==> src/rtl/instruction_pkg.sv <==
// Shared opcode/funct constants, field positions and the decoded bundle type
// for the MIPS-format instruction decoder.
package instruction_pkg;

  localparam int XLEN = 32;

  localparam logic [5:0] OP_RTYPE = 6'h00;
  localparam logic [5:0] OP_J     = 6'h02;
  localparam logic [5:0] OP_JAL   = 6'h03;
  localparam logic [5:0] OP_BEQ   = 6'h04;
  localparam logic [5:0] OP_BNE   = 6'h05;
  localparam logic [5:0] OP_ADDI  = 6'h08;
  localparam logic [5:0] OP_ADDIU = 6'h09;
  localparam logic [5:0] OP_ANDI  = 6'h0C;
  localparam logic [5:0] OP_ORI   = 6'h0D;
  localparam logic [5:0] OP_LUI   = 6'h0F;
  localparam logic [5:0] OP_LW    = 6'h23;
  localparam logic [5:0] OP_SW    = 6'h2B;

  localparam logic [5:0] FN_SLL  = 6'h00;
  localparam logic [5:0] FN_SRL  = 6'h02;
  localparam logic [5:0] FN_SRA  = 6'h03;
  localparam logic [5:0] FN_JR   = 6'h08;
  localparam logic [5:0] FN_ADD  = 6'h20;
  localparam logic [5:0] FN_ADDU = 6'h21;
  localparam logic [5:0] FN_SUB  = 6'h22;
  localparam logic [5:0] FN_SUBU = 6'h23;
  localparam logic [5:0] FN_AND  = 6'h24;
  localparam logic [5:0] FN_OR   = 6'h25;
  localparam logic [5:0] FN_XOR  = 6'h26;
  localparam logic [5:0] FN_NOR  = 6'h27;
  localparam logic [5:0] FN_SLT  = 6'h2A;
  localparam logic [5:0] FN_SLTU = 6'h2B;

  localparam int OP_LSB     = 26;
  localparam int RS_LSB     = 21;
  localparam int RT_LSB     = 16;
  localparam int RD_LSB     = 11;
  localparam int SHAMT_LSB  = 6;
  localparam int FUNC_LSB   = 0;

  typedef struct packed {
    logic [5:0]      op;
    logic [4:0]      rs;
    logic [4:0]      rt;
    logic [4:0]      rd;
    logic [4:0]      shamt;
    logic [5:0]      func;
    logic [15:0]     imm16;
    logic [25:0]     target;
    logic [XLEN-1:0] imm_sext;
    logic [XLEN-1:0] imm_zext;
    logic            is_rtype;
    logic            is_jump;
    logic            is_branch;
    logic            is_load;
    logic            is_store;
    logic            is_itype;
    logic            illegal;
  } decoded_t;

  function automatic logic [XLEN-1:0] sext16(input logic [15:0] v);
    return {{(XLEN-16){v[15]}}, v};
  endfunction

endpackage

==> src/rtl/instruction_classify.sv <==
// Combinational op/func to instruction-class decoder.
// Optional illegal-encoding detection when INSTR_DECODE_ILLEGAL_EN is defined.
module instruction_classify
  import instruction_pkg::*;
(
  input  logic [5:0] op,
  input  logic [5:0] func,
  output logic       is_rtype,
  output logic       is_jump,
  output logic       is_branch,
  output logic       is_load,
  output logic       is_store,
  output logic       is_itype,
  output logic       illegal
);

  logic rtype_raw, jump_raw, branch_raw, load_raw, store_raw;

  always_comb begin
    rtype_raw  = (op == OP_RTYPE);
    jump_raw   = (op == OP_J)   || (op == OP_JAL);
    branch_raw = (op == OP_BEQ) || (op == OP_BNE);
    load_raw   = (op == OP_LW);
    store_raw  = (op == OP_SW);
  end

`ifdef INSTR_DECODE_ILLEGAL_EN
  logic op_known, func_known;

  always_comb begin
    op_known = 1'b0;
    case (op)
      OP_RTYPE, OP_J, OP_JAL, OP_BEQ, OP_BNE, OP_ADDI, OP_ADDIU,
      OP_ANDI, OP_ORI, OP_LUI, OP_LW, OP_SW: op_known = 1'b1;
      default: op_known = 1'b0;
    endcase
    func_known = 1'b0;
    case (func)
      FN_SLL, FN_SRL, FN_SRA, FN_JR, FN_ADD, FN_ADDU, FN_SUB, FN_SUBU,
      FN_AND, FN_OR, FN_XOR, FN_NOR, FN_SLT, FN_SLTU: func_known = 1'b1;
      default: func_known = 1'b0;
    endcase
  end

  // An illegal encoding suppresses every class flag, is_itype included.
  always_comb begin
    illegal   = !op_known || (rtype_raw && !func_known);
    is_rtype  = rtype_raw  && !illegal;
    is_jump   = jump_raw   && !illegal;
    is_branch = branch_raw && !illegal;
    is_load   = load_raw   && !illegal;
    is_store  = store_raw  && !illegal;
    is_itype  = !illegal && !(rtype_raw || jump_raw || branch_raw || load_raw || store_raw);
  end
`else
  logic unused_func;

  always_comb begin
    unused_func = ^func;
    illegal   = 1'b0;
    is_rtype  = rtype_raw;
    is_jump   = jump_raw;
    is_branch = branch_raw;
    is_load   = load_raw;
    is_store  = store_raw;
    is_itype  = !(rtype_raw || jump_raw || branch_raw || load_raw || store_raw);
  end
`endif

endmodule

==> src/rtl/instruction_decode.sv <==
// Registered MIPS instruction field extractor/decoder, one-cycle latency.
// Define INSTR_DECODE_ILLEGAL_EN to add the registered illegal output.
module instruction_decode
  import instruction_pkg::*;
#(
  parameter int XLEN = instruction_pkg::XLEN
) (
  input  logic            clk,
  input  logic            rst_n,
  input  logic            in_valid,
  input  logic [31:0]     instr,
  output logic            out_valid,
  output logic [5:0]      op,
  output logic [4:0]      rs,
  output logic [4:0]      rt,
  output logic [4:0]      rd,
  output logic [4:0]      shamt,
  output logic [5:0]      func,
  output logic [15:0]     imm16,
  output logic [25:0]     target,
  output logic [XLEN-1:0] imm_sext,
  output logic [XLEN-1:0] imm_zext,
  output logic            is_rtype,
  output logic            is_jump,
  output logic            is_branch,
  output logic            is_load,
  output logic            is_store,
`ifdef INSTR_DECODE_ILLEGAL_EN
  output logic            illegal,
`endif
  output logic            is_itype
);

  decoded_t d, q;
  logic     valid_q;
  logic     c_rtype, c_jump, c_branch, c_load, c_store, c_itype, c_illegal;

  instruction_classify u_classify (
    .op        (instr[OP_LSB +: 6]),
    .func      (instr[FUNC_LSB +: 6]),
    .is_rtype  (c_rtype),
    .is_jump   (c_jump),
    .is_branch (c_branch),
    .is_load   (c_load),
    .is_store  (c_store),
    .is_itype  (c_itype),
    .illegal   (c_illegal)
  );

  // Slicing is positional only; every field is produced regardless of format.
  always_comb begin
    d           = '0;
    d.op        = instr[OP_LSB +: 6];
    d.rs        = instr[RS_LSB +: 5];
    d.rt        = instr[RT_LSB +: 5];
    d.rd        = instr[RD_LSB +: 5];
    d.shamt     = instr[SHAMT_LSB +: 5];
    d.func      = instr[FUNC_LSB +: 6];
    d.imm16     = instr[15:0];
    d.target    = instr[25:0];
    d.imm_sext  = sext16(instr[15:0]);
    d.imm_zext  = {{(instruction_pkg::XLEN-16){1'b0}}, instr[15:0]};
    d.is_rtype  = c_rtype;
    d.is_jump   = c_jump;
    d.is_branch = c_branch;
    d.is_load   = c_load;
    d.is_store  = c_store;
    d.is_itype  = c_itype;
    d.illegal   = c_illegal;
  end

  always_ff @(posedge clk or negedge rst_n) begin
    if (!rst_n) begin
      valid_q <= 1'b0;
      q       <= '0;
    end else begin
      valid_q <= in_valid;
      if (in_valid) q <= d;
    end
  end

  always_comb begin
    out_valid = valid_q;
    op        = q.op;
    rs        = q.rs;
    rt        = q.rt;
    rd        = q.rd;
    shamt     = q.shamt;
    func      = q.func;
    imm16     = q.imm16;
    target    = q.target;
    imm_sext  = q.imm_sext;
    imm_zext  = q.imm_zext;
    is_rtype  = q.is_rtype;
    is_jump   = q.is_jump;
    is_branch = q.is_branch;
    is_load   = q.is_load;
    is_store  = q.is_store;
    is_itype  = q.is_itype;
  end

`ifdef INSTR_DECODE_ILLEGAL_EN
  assign illegal = q.illegal;
`else
  logic unused_illegal;
  assign unused_illegal = q.illegal;
`endif

endmodule

==> config.mk <==
export PLATFORM = sky130hd
export DESIGN_NAME = instruction_decode
export DESIGN_NICKNAME = d
export VERILOG_FILES = /design/src/rtl/instruction_pkg.sv /design/src/rtl/instruction_classify.sv /design/src/rtl/instruction_decode.sv
export SDC_FILE = /design/constraint.sdc
export NUM_CORES = 1
export LEC_CHECK = 0
export ABC_AREA = 1
export BUFFER_PORTS_ARGS = -buffer_cell sky130_fd_sc_hd__buf_2
export CORE_UTILIZATION = 37
export CTS_CLUSTER_DIAMETER = 40
export CTS_CLUSTER_SIZE = 12
export DETAILED_ROUTE_END_ITERATION = 8
export HOLD_SLACK_MARGIN = 0.03
export PLACE_DENSITY = 0.79
export SLEW_MARGIN = 20
export SYNTH_ARGS = -nofsm -noshare
export SYNTH_HDL_FRONTEND = slang
export SYNTH_HIERARCHICAL = 1
export SYNTH_SLANG_ARGS = --single-unit
==> constraint.sdc <==
create_clock -name clk -period 1.2 [get_ports clk]
set_clock_uncertainty 0.15 [all_clocks]
set_input_delay 0.24 -clock clk [delete_from_list [all_inputs] [get_ports clk]]
set_output_delay 0.24 -clock clk [all_outputs]
set_load 0.005 [all_outputs]
[Word-level counts from Yosys, hierarchy flattened]
Index checks and enable logic that the tools add are counted.
Cells by class
  add/subtract/negate cells: 0
  multipliers: 0
  divide/modulo/power cells: 0
  order comparisons: 0
  equal/unequal tests: 6
  shifts and indexed selects: 0
  muxes and demuxes: 0
  bitwise logic cells: 0
  reductions and logical operators: 8
Operator list (count)
  $eq 6x2->1 const B: 2
  $eq 6x3->1 const B: 2
  $eq 6x6->1 const B: 2
  $logic_not 6->1: 1
  $logic_or 1x1->1: 6
  $logic_not 1->1: 1
Storage, ports and cells
  register bits after elaboration: 97
  latch bits: 0
  bits in writable memories: 0
  memory bits (read-only): 0
  input bits: 35
  output and inout bits: 145
  logic and storage cells: 30
  memories kept: 0

[Longest topological paths before layout]
Gate-level depths: netlist of run 1.
  depth after elaboration: 7
  mapped depth: 7

[By module]
The synthesis of run 1 kept the hierarchy.
Modules (own cells, without submodules)
  instruction_decode: instances 1, cells each 269, area an instance 2277.2 sq um
  instruction_classify: instances 1, cells each 26, area an instance 107.6 sq um

[Worst setup path before layout of run 1]
No wires, ideal clock.
  kind: reg-to-output
  start: register, netlist name target[15]
  end: output port imm_sext[15]
  arrival time: 0.832 ns
  setup slack: -0.022 ns
  stages on the path, launching flop included: 2
  buffers on the path: 1
  cells stage by stage: dfrtp_1 buf_4
RTL lines
  end: declaration: line instruction_decode.sv:21  | output logic [XLEN-1:0] imm_sext,

[Worst setup path after layout of run 1]
  start: register q, in the netlist target[15]
  end: output port target[15]
RTL lines
  start: declaration: line instruction_decode.sv:34  | decoded_t d, q;
  start signal: assignment: line instruction_decode.sv:75  | q <= '0;
  start signal: assignment: line instruction_decode.sv:78  | if (in_valid) q <= d;
  end: declaration: line instruction_decode.sv:20  | output logic [25:0] target,
No word-level cell between the ends.

==> metrics, run 1 <==
Reg clk slew, reported paths 0.07 ns; global-route usage over all layers 15.20%; first-pass GRT wire length 7762 um; worst-case vdd ir drop 571.7 uV; power density over cell area 1047 nW/um^2; First-pass DRT Iterations 4; Vias/cell 4.169; Final period util 113.2%; Port Buf Inserts 163; CP max FO 11; Mapped Avg Cell Area 8.101 sq um; status complete, but fails checks; Area Growth Syn to Fin 31.42%; CP Capture Type output port; Final GP Congestion 0.7181; Clock Path Buffers 2; initial antenna violation count 0; Core Rows 28; core area 6061 sq um; RSZ-0062 raised after global routing true; via count 2026; io pins 180; DRC viols 0; crit path cell chain buf_6, buf_2; Slew Limit Fails 0; Routed WL per cell 11.77 um; initial drt markers 49; post-route ant nets 0; cells after synthesis 293; CP peak stage delay 0.43 ns; final worst setup slack -0.1588 ns; final WL 5719 um; Post-DP HPWL 3530 um; hold crit path type input pin to register; largest net degree at the start of global routing 40; worst path arrival time 0.97 ns; failing checks negative setup slack; leakage power 1.932 nW; vias in the first global route 1699; final hold violation count 0; worst path bufs/invs 2; # Max-Cap Violations 0; gr ovfl total 0; critical path type register to output port; Sum Neg Setup Slack -6.669 ns; Critical Path Source Type register; Worst path slowest cell dfrtp_2; Num CTS Buffers 5; n_diodes 0; post-route minimum period 1.359 ns; Syn. warnings 6; die footprint 6740 sq um; final net count 445; root buffer cell clkbuf_8; Mapped Area 2374 sq um; CTS tree yes; worst skew pair latency 0.28 ns; chip height 82.10 um; H-Tree Level Count 2; fmax 735.9 MHz; Top delay family on crit path flip-flops; Sink Count 39; Die Wd 82.10 um; layout cell share with drive strength beyond 1 47.20%; WP data required 0.81 ns; Total Power 3.265 mW; initial core utilization 39.16%; Final setup viols 101
-- state kept, by name, indices dropped and copies added (netlist names) --
register   cells
is_branch      1
out_valid      1
is_load        1
rs             5
rt             4
op             6
rd             4
is_rtype       1
target         4
func           5
is_jump        1
is_store       1
is_itype       1
shamt          4
-- through the flow --
step | cell area, sq um | std cells | hold slack (ns) | setup WS, ns | util [%]
6_report | 3119 | 486 | 0.04822 | -0.1588 | 51.47
5_1_grt | 3119 | 486 | 0.06081 | -0.2022 | 51.47
4_1_cts | 2947 | 477 | 0.03830 | -0.1535 | 48.62
3_5_place_dp | 2542 | 436 | 0.07721 | 0.05762 | 41.95
3_3_place_gp | 2542 | 436 | 0.07465 | 0.09774 | 41.95
2_1_floorplan | 2431 | 308 | -0.2056 | 0.1321 | -
-- cell type report --
| class | instances | area, sq um |
|---|---|---|
| Clock inverter | 1 | 5.005 |
| Fill cell | 545 | 2942 |
| Tap cell | 75 | 93.84 |
| Sequential cell | 39 | 982.2 |
| Multi-Input combinational cell | 147 | 558.0 |
| Clock buffer | 7 | 76.32 |
| Timing Repair Buffer | 209 | 1374 |
| Inverter | 8 | 30.03 |
-- cells in the final DEF (no fill, tap or decap) --
cell type,instances
dlygate4sd3_1,27
nand3_1,4
dfrtp_2,5
conb_1,16
nor3_1,1
dfrtp_1,34
clkinv_2,1
buf_2,147
buf_4,14
nor2_1,7
buf_6,18
buf_12,3
inv_2,1
nand2_1,119
clkbuf_8,5
clkbuf_1,2
inv_1,7
-- worst reg2reg max path, delay by kind of cell (launching register included) --
kind                   cells  cell delay [ns]
buffers and inverters      1             0.16
DFF                        1             0.48
and+or+nand+nor            2             0.10
-- power breakdown --
group	leakage (nW)	internal [mW]	switching (mW)	total, mW
Sequential	0.476	1.42	0.111	1.53
Combinational	1.41	0.513	0.394	0.906
Clock	0.0422	0.408	0.420	0.827
Total	1.93	2.34	0.924	3.26
-- per-layer routing --
| metal | up-vias | share of wire (%) | global-route usage [%] |
|---|---|---|---|
| li1 | 982 | - | - |
| met1 | 925 | 40 | 17.21 |
| met2 | 115 | 51 | 28.18 |
| met3 | 4 | 8.2 | 3.626 |
| met4 | 0 | 0.63 | 4.211 |
| met5 | - | 0 | 0 |
-- path summary, 6_finish.rpt --
kind | cells after the start | start | slack, ns | end
max | 2 | target[15] | -0.16 | target[15]
min | 3 | instr[28] | 0.05 | op[2]
max reg2reg | 3 | target[5] | 0.20 | target[5]
min reg2reg | 2 | op[3] | 0.32 | op[3]
max in group asynchronous | 3 | rst_n | 0.33 | target[15]
min in group asynchronous | 3 | rst_n | 0.36 | shamt[1]
-- what timing repair did --
action,4_1_cts,5_1_grt
setup buffers,6,9
endpoints found under the setup margin,122,128
gates resized for setup,3,20
hold endpoints to repair,65,0
hold buffers,27,0
pin swaps,0,0
Power figures use the tool's default switching activity.
==> run 2, diff against run 1 <==
- SKIP_CTS_REPAIR_TIMING: default -> 1
==> run 2 against run 1 <==
Net effect: the run still ends with negative setup slack left; flip-flop and latch count is the same; register-to-register slack better by 0.05 ns; worst setup slack lost 0.0094 ns; core utilization decreased by 0.21 points; hold slack worse by 0.032 ns; sequential share of layout area grew 0.17 points; first-iteration DRC count is 27% lower; via count down 0.69%; non-clock buffer count decreased by 6.
==> metrics, run 2 (synthesis results as in run 1) <==
Vias/cell 4.192; CP peak stage delay 0.44 ns; power density over cell area 1054 nW/um^2; Slew Limit Fails 0; initial antenna violation count 0; reg2reg start target[15]; worst skew pair latency 0.28 ns; hold crit path type input pin to register; Final GP Congestion 0.7181; P_int 2.350 mW; n_diodes 0; Sink Count 39; Post-DP HPWL 3530 um; Final setup viols 98; Area Growth Syn to Fin 30.89%; global-route usage over all layers 13.40%; Psw 0.9242 mW; root buffer cell clkbuf_8; H-Tree Level Count 2; First-pass DRT Iterations 5; # Max-Cap Violations 0; post-route ant nets 0; die footprint 6740 sq um; sw frac 28.22%; worst path arrival time 0.98 ns; via count 2012; Top delay family on crit path flip-flops; worst-case vdd ir drop 574.1 uV; leakage power 1.918 nW; largest net degree at the start of global routing 40; RSZ-0062 raised after global routing true; Clock Path Buffers 2; fmax 730.9 MHz; io pins 180; CP startpoint target[15]; final hold violation count 0; Reg clk slew, reported paths 0.08 ns; Port Buf Inserts 163; CP max FO 11; worst path bufs/invs 2; final net count 439; status complete, but fails checks; count of non-filler cells in the finished layout 480; Reg2Reg Depth 3; Comb power frac 27.8%; most common cell after layout, fill and taps aside buf_2; worst r2r dst target[15]; Critical Path Source Type register; reg-to-reg slack, setup 0.25 ns; Die Wd 82.10 um; Final period util 114.0%; Clk pwr share 25.3%; initial drt markers 36; max reg flops 6; Core Rows 28; crit path to imm_sext[23]; Worst path slowest cell dfrtp_2; commonest cells after routing, fill and taps aside buf_2, nand2_1, dfrtp_1, buf_6, dlygate4sd3_1; Routed WL per cell 11.55 um; final WL 5546 um; Num CTS Buffers 5; final worst setup slack -0.1682 ns; Worst path depth 2; final hold slack 0.01626 ns; failing checks negative setup slack; chip height 82.10 um; vias in the first global route 1494; sequential power share 46.9%; DRC viols 0; gr ovfl total 0; CP Capture Type output port; critical path type register to output port; first-pass GRT wire length 6858 um; Placed Cells incl. Taps 436; WP data required 0.81 ns; core area 6061 sq um; initial core utilization 39.16%; crit path cell chain buf_6, buf_2; layout cell share with drive strength beyond 1 47.90%; post-route minimum period 1.368 ns; CTS tree yes
run 2: changes by cell type in the layout (fill, tap and decap cells not counted), sizes merged:
cell and change:
dlygate4sd3 -5, buf -1
run 2: power by group through the flow:
stage	registers, mW	clock network (mW)	logic [mW]
finish	1.54	0.828	0.909
global route	1.56	0.939	1.02
CTS	1.52	0.873	0.705
detailed placement	1.55	0	0.704
global placement	1.54	0	0.693
floorplan	1.56	0	0.610
run 2: tightest hold or removal path, cell delays in order:
cell	delay, ns
buf_2	0.07
nand2_1	0.04
nand2_1	0.06
run 2: worst min path at each step:
stage,from,end,slack (ns),depth (start not counted)
CTS,rst_n,shamt[1],-0.23,2
global route,instr[7],shamt[1],0.03,3
floorplan,rst_n,func[0],-0.21,0
detailed placement,rst_n,shamt[1],0.08,2
finish,instr[1],func[1],0.02,3
global placement,rst_n,rd[0],0.07,2
run 2: final cells by class:
cell class | count | area, sq um
inverter | 8 | 30.03
clock buffer | 7 | 76.32
fill | 534 | 2954
multi-input combinational | 147 | 558.0
sequential | 39 | 983.4
timing repair buffer | 203 | 1360
clock inverter | 1 | 5.005
tap | 75 | 93.84
run 2: metal layers:
metal | global-route usage, % | share of wire, % | up-vias
met4 | 4.211 | 0.65 | 0
met2 | 23.47 | 51 | 111
li1 | - | - | 969
met5 | 0 | 0 | -
met1 | 16.05 | 41 | 928
met3 | 3.297 | 7.4 | 4
run 2: per-stage QoR:
stage                     setup WS, ns  cell area (sq um)  total power, mW  setup TNS, ns  util (%)
after floorplan                 0.1321               2431            2.168              0         -
after global placement         0.09774               2542            2.235              0     41.95
after detailed placement       0.05762               2542            2.253              0     41.95
after CTS                      -0.1815               2624            3.103         -7.946     43.29
after global routing           -0.2084               3107            3.514         -12.16     51.26
final                          -0.1682               3107            3.275         -6.726     51.26
==> run 3, diff against run 2 <==
- ABC_CLOCK_PERIOD_IN_PS: default -> 1200
- CORE_UTILIZATION: 37 -> 34
- PLACE_DENSITY: 0.79 -> 0.74
==> run 3 against run 2 <==
Net effect: the run still ends with negative setup slack left; core utilization decreased by 7.3 points; critical endpoint is now imm_sext[20]; clock power is 1% lower; sequential power about the same; clock-buffer cell count is the same; register-to-register slack barely moved; worst setup slack got worse by 0.0057 ns; sequential share of layout area grew 1.3 points; die area rose by 8.6%; highest routed layer unchanged; non-clock buffer count increased by 2.
==> metrics, run 3 (synthesis results as in run 1) <==
root buffer cell clkbuf_8; CP max FO 11; RSZ-0062 raised after global routing true; Sink Count 39; CP Capture Type output port; worst skew pair latency 0.28 ns; Critical Path Source Type register; Filler Cell Count 661; io pins 180; commonest cells after routing, fill and taps aside buf_2, nand2_1, dfrtp_1, dlygate4sd3_1, conb_1; Core Rows 30; Area Growth Syn to Fin 25.15%; hold crit path type input pin to register; via count 1956; largest net degree at the start of global routing 40; Final GP Congestion 0.7759; initial drt markers 55; vias in the first global route 1494; leakage power 1.883 nW; # Max-Cap Violations 0; status complete, but fails checks; power density over cell area 1062 nW/um^2; Total Power 3.154 mW; fmax 727.9 MHz; Top delay family on crit path flip-flops; CP peak stage delay 0.43 ns; Num CTS Buffers 5; Slew Limit Fails 0; Final setup viols 105; post-route minimum period 1.374 ns; most common cell after layout, fill and taps aside buf_2; critical path type register to output port; Reg clk slew, reported paths 0.07 ns; initial core utilization 35.13%; final hold violation count 0; worst-case vdd ir drop 458.5 uV; post-route ant nets 0; Die Wd 85.55 um; global-route usage over all layers 12.11%; DRC viols 0; WP data required 0.81 ns; failing checks negative setup slack; Port Buf Inserts 163; post-layout util 43.96%; initial antenna violation count 0; First-pass DRT Iterations 6; CTS tree yes; Final period util 114.5%; Clock Path Buffers 2; Post-DP HPWL 3552 um; Sum Neg Setup Slack -6.108 ns; first-pass GRT wire length 6948 um; n_diodes 0; layout cell share with drive strength beyond 1 46.80%; crit path cell chain buf_6, buf_2; Setup WS pre-CTS 0.07972 ns; core area 6756 sq um; worst path bufs/invs 2; Vias/cell 4.025; H-Tree Level Count 2; max reg flops 6; final hold slack 0.004643 ns; die footprint 7319 sq um; chip height 85.55 um; final worst setup slack -0.1739 ns; Routed WL per cell 10.46 um; worst path arrival time 0.98 ns; Worst path slowest cell dfrtp_2; final net count 441; final WL 5082 um; gr ovfl total 0
==> run 3: changes by cell type in the layout (fill, tap and decap cells not counted), sizes merged <==
| cell | before | now |
|---|---|---|
| dlygate4sd3 | 22 | 23 |
| buf | 181 | 182 |
| clkinv | 1 | 0 |
==> run 3: metal layers <==
| metal | vias to the layer above | wire length [um] | track usage [%] |
|---|---|---|---|
| li1 | 975 | - | - |
| met1 | 875 | 2060 | 14.04 |
| met2 | 99 | 2635 | 21.60 |
| met3 | 7 | 333 | 3.272 |
| met4 | 0 | 53 | 4.091 |
| met5 | - | 0 | 0 |
==> run 3: layout make-up <==
cell class,count,area [sq um],area share (%)
Sequential cell,39,978.4,32.94
Inverter,8,30.03,1.011
Clock buffer,7,76.32,2.570
Tap cell,80,100.1,3.370
Multi-Input combinational cell,147,558.0,18.79
Timing Repair Buffer,205,1227,41.32
==> run 3: worst register-to-register path: stages (launching register included) <==
cell and delay (ns):
dfrtp_2 0.44, buf_4 0.14, nand2_1 0.05, nand2_1 0.05
==> run 3: path summary, 6_finish.rpt <==
kind / slack, ns / from / endpoint / cells after the start
max in group asynchronous: 0.39 / rst_n / rd[1] / 3
max: -0.17 / target[15] / imm_sext[20] / 2
min reg2reg: 0.33 / is_jump / is_jump / 2
min: 0.005 / instr[16] / rt[0] / 3
min in group asynchronous: 0.31 / rst_n / rs[0] / 3
max reg2reg: 0.26 / rd[1] / rd[1] / 3
==> run 3: through the flow <==
stage               cell area [sq um]  instances
floorplan                        2431        308
global placement                 2551        443
detailed placement               2551        443
CTS                              2628        450
global route                     2970        486
finish                           2970        486
==> run 3: where the power goes <==
| part | switching [mW] | internal, mW | total (mW) |
|---|---|---|---|
| clock network | 0.420 | 0.400 | 0.820 |
| logic | 0.375 | 0.448 | 0.823 |
| registers | 0.0925 | 1.42 | 1.51 |
